$ cat config.mk
export PLATFORM = sky130hd
export DESIGN_NAME = vend_controller
export DESIGN_NICKNAME = d
export VERILOG_FILES = /design/src/rtl/vend_controller.sv
export SDC_FILE = /design/constraint.sdc
export NUM_CORES = 1
export LEC_CHECK = 0
export CELL_PAD_IN_SITES_DETAIL_PLACEMENT = 0
export CELL_PAD_IN_SITES_GLOBAL_PLACEMENT = 1
export CORE_UTILIZATION = 45
export DETAILED_ROUTE_END_ITERATION = 6
export DONT_BUFFER_PORTS = 1
export PLACE_DENSITY = 0.78
export REMOVE_ABC_BUFFERS = 1
export SYNTH_ARGS = -nofsm -noshare
export SYNTH_HDL_FRONTEND = slang
export SYNTH_SLANG_ARGS = --single-unit
$ cat constraint.sdc
create_clock -name clk -period 4.6 [get_ports clk]
set_input_delay 0.92 -clock clk [delete_from_list [all_inputs] [get_ports clk]]
set_output_delay 0.92 -clock clk [all_outputs]
set_load 0.01 [all_outputs]
$ cat src/rtl/vend_controller.sv
// Vending transaction sequencer: coin credit, vend handshake, change return.
// Optional dispense-ack timeout is enabled with `define VEND_TIMEOUT_EN.
module vend_controller #(
  parameter int PRICE      = 3,
  parameter int MAX_CREDIT = 8,
  parameter int CREDIT_W   = 4,
  parameter int TIMEOUT    = 255
) (
  input  logic                clk,
  input  logic                rst,
  input  logic                coin_n,
  input  logic                coin_d,
  input  logic                sel,
  input  logic                cancel,
  input  logic                disp_ack,
  output logic                disp_req,
  output logic                change_out,
  output logic                coin_reject,
  output logic [CREDIT_W-1:0] credit,
  output logic                busy,
  output logic                fault
);

  typedef enum logic [1:0] {
    IDLE,
    COLLECT,
    VEND,
    CHANGE
  } state_e;

  localparam logic [CREDIT_W-1:0] PRICE_C = CREDIT_W'(PRICE);
  localparam logic [CREDIT_W:0]   MAX_C   = (CREDIT_W+1)'(MAX_CREDIT);

  state_e              state_q;
  logic [CREDIT_W-1:0] credit_q;
  logic                disp_req_q;
  logic                change_out_q;
  logic                coin_reject_q;
  logic                busy_q;

  logic [CREDIT_W:0]   coin_add;
  logic [CREDIT_W:0]   credit_sum;
  logic                coin_ok;
  logic                coins_in;
  logic [CREDIT_W-1:0] credit_acc;

`ifdef VEND_TIMEOUT_EN
  localparam int TMO_W = (TIMEOUT > 1) ? $clog2(TIMEOUT) : 1;
  localparam logic [TMO_W-1:0] TMO_LAST = TMO_W'(TIMEOUT - 1);
  logic [TMO_W-1:0] tmo_q;
  logic             fault_q;
`else
  logic unused_timeout;
  assign unused_timeout = (TIMEOUT > 0);
`endif

  // Coin value this cycle and the credit it would produce if accepted
  assign coin_add   = {{CREDIT_W{1'b0}}, coin_n}
                    + {{(CREDIT_W-1){1'b0}}, coin_d, 1'b0};
  assign credit_sum = {1'b0, credit_q} + coin_add;
  assign coin_ok    = (credit_sum <= MAX_C);
  assign coins_in   = coin_n | coin_d;
  assign credit_acc = coin_ok ? credit_sum[CREDIT_W-1:0] : credit_q;

  // Transaction FSM with all outputs registered
  always_ff @(posedge clk) begin
    if (rst) begin
      state_q       <= IDLE;
      credit_q      <= '0;
      disp_req_q    <= 1'b0;
      change_out_q  <= 1'b0;
      coin_reject_q <= 1'b0;
      busy_q        <= 1'b0;
`ifdef VEND_TIMEOUT_EN
      tmo_q         <= '0;
      fault_q       <= 1'b0;
`endif
    end else begin
      change_out_q  <= 1'b0;
      coin_reject_q <= 1'b0;
`ifdef VEND_TIMEOUT_EN
      fault_q       <= 1'b0;
`endif
      unique case (state_q)
        IDLE, COLLECT: begin
          coin_reject_q <= coins_in & ~coin_ok;
          if (cancel && state_q == COLLECT) begin
            credit_q <= credit_acc;
            state_q  <= CHANGE;
            busy_q   <= 1'b1;
          end else if (sel && credit_q >= PRICE_C) begin
            credit_q   <= credit_acc - PRICE_C;
            state_q    <= VEND;
            busy_q     <= 1'b1;
            disp_req_q <= 1'b1;
`ifdef VEND_TIMEOUT_EN
            tmo_q      <= '0;
`endif
          end else begin
            credit_q <= credit_acc;
            state_q  <= (credit_acc == '0) ? IDLE : COLLECT;
          end
        end
        VEND: begin
          coin_reject_q <= coins_in;
          if (disp_ack) begin
            disp_req_q <= 1'b0;
            if (credit_q != '0) begin
              state_q <= CHANGE;
            end else begin
              state_q <= IDLE;
              busy_q  <= 1'b0;
            end
`ifdef VEND_TIMEOUT_EN
          end else if (tmo_q == TMO_LAST) begin
            disp_req_q <= 1'b0;
            fault_q    <= 1'b1;
            credit_q   <= credit_q + PRICE_C;
            state_q    <= CHANGE;
          end else begin
            tmo_q <= tmo_q + 1'b1;
`endif
          end
        end
        CHANGE: begin
          coin_reject_q <= coins_in;
          if (credit_q != '0) begin
            change_out_q <= 1'b1;
            credit_q     <= credit_q - 1'b1;
          end else begin
            state_q <= IDLE;
            busy_q  <= 1'b0;
          end
        end
        default: begin
          state_q <= IDLE;
          busy_q  <= 1'b0;
        end
      endcase
    end
  end

  assign disp_req    = disp_req_q;
  assign change_out  = change_out_q;
  assign coin_reject = coin_reject_q;
  assign credit      = credit_q;
  assign busy        = busy_q;
`ifdef VEND_TIMEOUT_EN
  assign fault       = fault_q;
`else
  assign fault       = 1'b0;
`endif

endmodule

# Word level (Yosys, flattened, before mapping)
# Index checks and enable logic that the tools add are counted.
totals:
  ff_bits: 10
  latchBits: 0
  ram_bits: 0
  mem_bits_ro: 0
  output_inout_bits: 9
  mem_count: 0
op_classes:
  addsub: 4
  mul: 0
  div: 0
  order_cmp: 2
  eq_ne: 9
  shifts: 0
  mux: 22
  bitwise: 4
  n_reduce_logical: 14
ops:
  columns: ["operator", "n"]
  rows:
  - ["$mux 4", 4]
  - ["$mux 2", 5]
  - ["$ne 2x2->1 const B", 5]
  - ["$mux 1", 8]
  - ["$pmux 4 s2", 1]
  - ["$pmux 2 s3", 1]
  - ["$reduce_and 2->1", 3]
  - ["$reduce_or 2->1", 3]
  - ["$add 4x3->5", 1]
  - ["$le 5x4->1 const B", 1]
  - ["$eq 2x2->1 const B", 2]
  - ["$ge 4x2->1 const B", 1]
  - ["$logic_not 4->1", 1]
  - ["$pmux 1 s2", 2]
  - ["$reduce_and 4->1", 1]
  - ["$reduce_bool 2->1", 2]
  - ["$reduce_bool 4->1", 1]
  - ["$sub 4x1->4 const B", 1]
  - ["$sub 4x2->4 const B", 1]
  - ["$add 1x2->3", 1]
  - ["$ne 3x3->1 const B", 1]
  - ["$pmux 1 s3", 1]
  - ["$eq 2x1->1 const B", 1]
  - ["$logic_and 1x1->1", 2]
  - ["4 further kinds", 5]

# Logic depth before layout (Yosys ltp)
logic_depth:
  word_depth: 9
  ltp_mapped: 13
  mapped_depth_nobuf: 12

# Worst setup path after synthesis
# Ideal clock, no wire load.
synth_path:
  path_kind: "input to register"
  start: "input coin_n"
  end: "register credit_q[1] (netlist: credit[1])"
  arrival_ns: 3.362
  required_time_ns: 4.464
  slack_ns: 1.103
  stages: 12
  path_cell_list: "ha_1 inv_1 fa_1 nor4b_1 a211o_1 o31ai_1 nor2b_1 inv_1 ha_1 a211o_1 a32oi_1 a221oi_1"
synth_via:
  elab_chain_cells: 8
synth_lines:
  columns: ["element", "line", "text"]
  rows:
  - ["from (decl)", "11", "input logic coin_n,"]
  - ["$add 1x2->3 (*)", "59", "+ {{(CREDIT_W-1){1'b0}}, coin_d, 1'b0};"]
  - ["$add 4x3->5 (*)", "60", "assign credit_sum = {1'b0, credit_q} + coin_add;"]
  - ["$le 5x4->1", "61", "assign coin_ok = (credit_sum <= MAX_C);"]
  - ["$mux 4 (*)", "63", "assign credit_acc = coin_ok ? credit_sum[CREDIT_W-1:0] : credit_q;"]
  - ["$sub 4x2->4", "92", "credit_q <= credit_acc - PRICE_C;"]
  - ["$mux 4", "91", "end else if (sel && credit_q >= PRICE_C) begin"]
  - ["$mux 4 (*)", "87", "if (cancel && state_q == COLLECT) begin"]
  - ["$pmux 4 s2 (*)", "84", "unique case (state_q)"]
  - ["to (signal assigned)", "88", "credit_q <= credit_acc;"]
  - ["to (signal assigned)", "92", null]
  - ["to (signal assigned)", "100", "credit_q <= credit_acc;"]
  - ["to (decl)", "35", "logic [CREDIT_W-1:0] credit_q;"]
# Every way passes the cells marked *; elsewhere a longest branch is shown, timed or not.
# A chain may end at the register's enable or synchronous reset.

# Worst setup path in the final report
# Ends and elaborated chain as after synthesis.

==> impl_metrics.ini <==
[drt]
dr.pass1.iters = 4
routed_wl_mm = 2.01
drt-initial-drc-count = 23
viasPerCell = 6.06
drc = 0
via_count = 849
wire_per_inst_um = 14.3
ant_nets = 0

[cells_and_area]
areaGrowthSynthToFinish_pct = 0.936
multi_input_area_um2 = 644
layout.nets = 129
drive_above_1_share_pct = 9.73
num_antenna_cells = 0
nFillCells = 218
seq_area_um2 = 200
layoutNonFillerInstCount = 140

[min_path]
hold_path_depth = 2
hp-class = reg2reg

[critical_path]
start_kind = input pin
crit_type = in2reg
reg2reg_depth = 12
cp_max_fo = 5
cp-end-kind = flip-flop
critPathRequiredTime_ns = 4.72
r2r_slack_ns = 1.14
arrival_ns = 3.60

[die]
initial_core_util_pct = 47.7
core_mm2 = 0.00196
rows = 16
dieHeight_um = 47.6
die_x_um = 47.6
die-area_mm2 = 0.00227
io_pins = 16

[synthesis]
ys_ff_latch = 10
syn-instance-count = 116
synth_ff_type = dfxtp_1
synth-async-reset-ratio_pct = 0
netlist_area_um2 = 936
ys_warn_count = 0
synth_edf_count = 0
synth.avg_cell_area_um2 = 8.07
ys_seq_area_share_pct = 21.4
ys_types = 46

[power]
leakage_nw = 0.358
power_density_mw_per_mm2 = 703
ir_drop_mv = 0.288

[sta]
slew_violations = 0
finalHoldViolCount = 0
slew_headroom_pct = 61.6
grt_setup_unrepaired = false
fmax_mhz = 287
finalSetupViolations = 0
finClkSkew_ns = 0.00338
layout_min_cycle_time_ns = 3.48
post-route-period-util_pct = 75.7
setup_tns_ns = 0
tightestPinTransition_ns = 0.575

[place]
gp_congestion = 0.827
placedCellCount = 136
dp_hpwl_mm = 1.50
numPortBuffers = 0

[outcome]
status = completed

[global_route]
track_usage_pct = 19.9
grt_max_degree = 18
overflow = 0
antenna_found_initial = 0
grt_pass1_vias = 691
grt_pass1_wl_mm = 3.05

[clock_tree]
clockBufferDepth = 2
clk_latency_ns = 0.27
cts.sinks = 10
cts_buffers = 3
root_buffer = clkbuf_4
ctsHoldBuffers = 0
clkTransAtPathRegs_ns = 0.06
cts_tree = built
cts_resized = 0
postCtsSetupBuffers = 0
cts-htree-levels = 1

[flow_run]
cap_viol_max_count = 0
-- cell usage after synthesis (2+ instances only) --
master     n  area, um2
a211o_1    3       26.3
o21a_1     4       30.0
a21oi_1    5       25.0
a21o_1     2       15.0
a221oi_1   2       17.5
o21ai_0    5       25.0
inv_1      8       30.0
or3_1      2       12.5
nor2b_1    2       12.5
ha_1       7       87.6
nand2_1    7       26.3
nor2_1     8       30.0
nand3_1    3       15.0
buf_4      5       37.5
nor3_1     8       40.0
o31ai_1    3       22.5
nand2b_1   2       12.5
nand3b_1   2       15.0
dfxtp_1   10        200
nor4_1     2       12.5
-- sequential cells by signal, indices dropped and copies added, names as in the netlist --
register and cells:
coin_reject 1, busy 1, credit 4, change_out 1
state_q 2, disp_req 1
-- power breakdown --
part	internal (mW)	total (mW)	switching [mW]	leakage (nW)
Clock	0.0481	0.0781	0.0300	0.0210
Combinational	0.176	0.378	0.202	0.254
Sequential	0.120	0.208	0.0882	0.0824
Total	0.344	0.664	0.320	0.358
-- worst max-delay path: stages --
cell	delay (ns)
ha_1	0.22
inv_1	0.08
fa_1	0.47
nor4b_1	0.18
a211o_1	0.34
o31ai_1	0.33
nor2b_1	0.22
inv_1	0.06
ha_1	0.30
a211o_1	0.26
a32oi_1	0.14
a221oi_1	0.09
-- through the flow --
stage | hold WS, ns | util [%] | power (mW) | instance area [um2] | setup WS [ns]
CTS | 0.521 | 48.2 | 0.663 | 945 | 1.15
global route | 0.587 | 48.2 | 0.739 | 945 | 0.889
floorplan | 0.488 | - | 0.498 | 875 | 1.08
finish | 0.521 | 48.2 | 0.664 | 945 | 1.12
global placement | 0.495 | 46.3 | 0.580 | 908 | 0.885
detailed placement | 0.512 | 46.3 | 0.582 | 908 | 0.866
-- worst paths after layout --
| path | startpoint | end |
|---|---|---|
| setup / recovery | coin_n | credit[1] |
| setup reg to reg | credit[0] | credit[1] |
| hold reg to reg | busy | busy |
| hold / removal | busy | busy |
-- routing by layer --
metal  share of wire, %  vias up  global-route usage [%]
met2                 45       37                    29.9
met5                  0        -                       0
met3                9.9        2                    9.43
li1                   -      425                       -
met1                 45      385                    26.5
met4               0.40        0                    3.33
-- placed cells by master, fill, tap and decap left out, types with 2 or more instances in the layout --
cell type	n
inv_1	8
dfxtp_1	10
o31ai_1	3
a21oi_1	5
nand3b_1	2
nor3_1	8
o21ai_0	5
a21o_1	2
nor4_1	2
nand2b_1	2
nor2b_1	2
ha_1	7
or3_1	2
nor2_1	8
o21a_1	4
a221oi_1	2
nand2_1	7
a211o_1	3
nand3_1	3
clkbuf_4	3
-- cells by family after synthesis --
kind of cell | synth area share, %
multiplexers | 1.20
other | 0.401
AND/OR/NAND/NOR | 23.4
flip-flops | 21.4
adder cells (fa/ha/maj) | 11.5
XOR/XNOR | 1.87
AO/OA/AOI/OAI | 30.5
buffers and inverters | 9.76
-- cell type report --
cell class,instances,share of cell area [%]
flip-flops and latches,10,21.2
clock buffers,4,3.84
well taps,27,3.58
inverters,8,3.18
multi-input cells,91,68.2
Note: power is estimated with default switching activity, not from simulation.
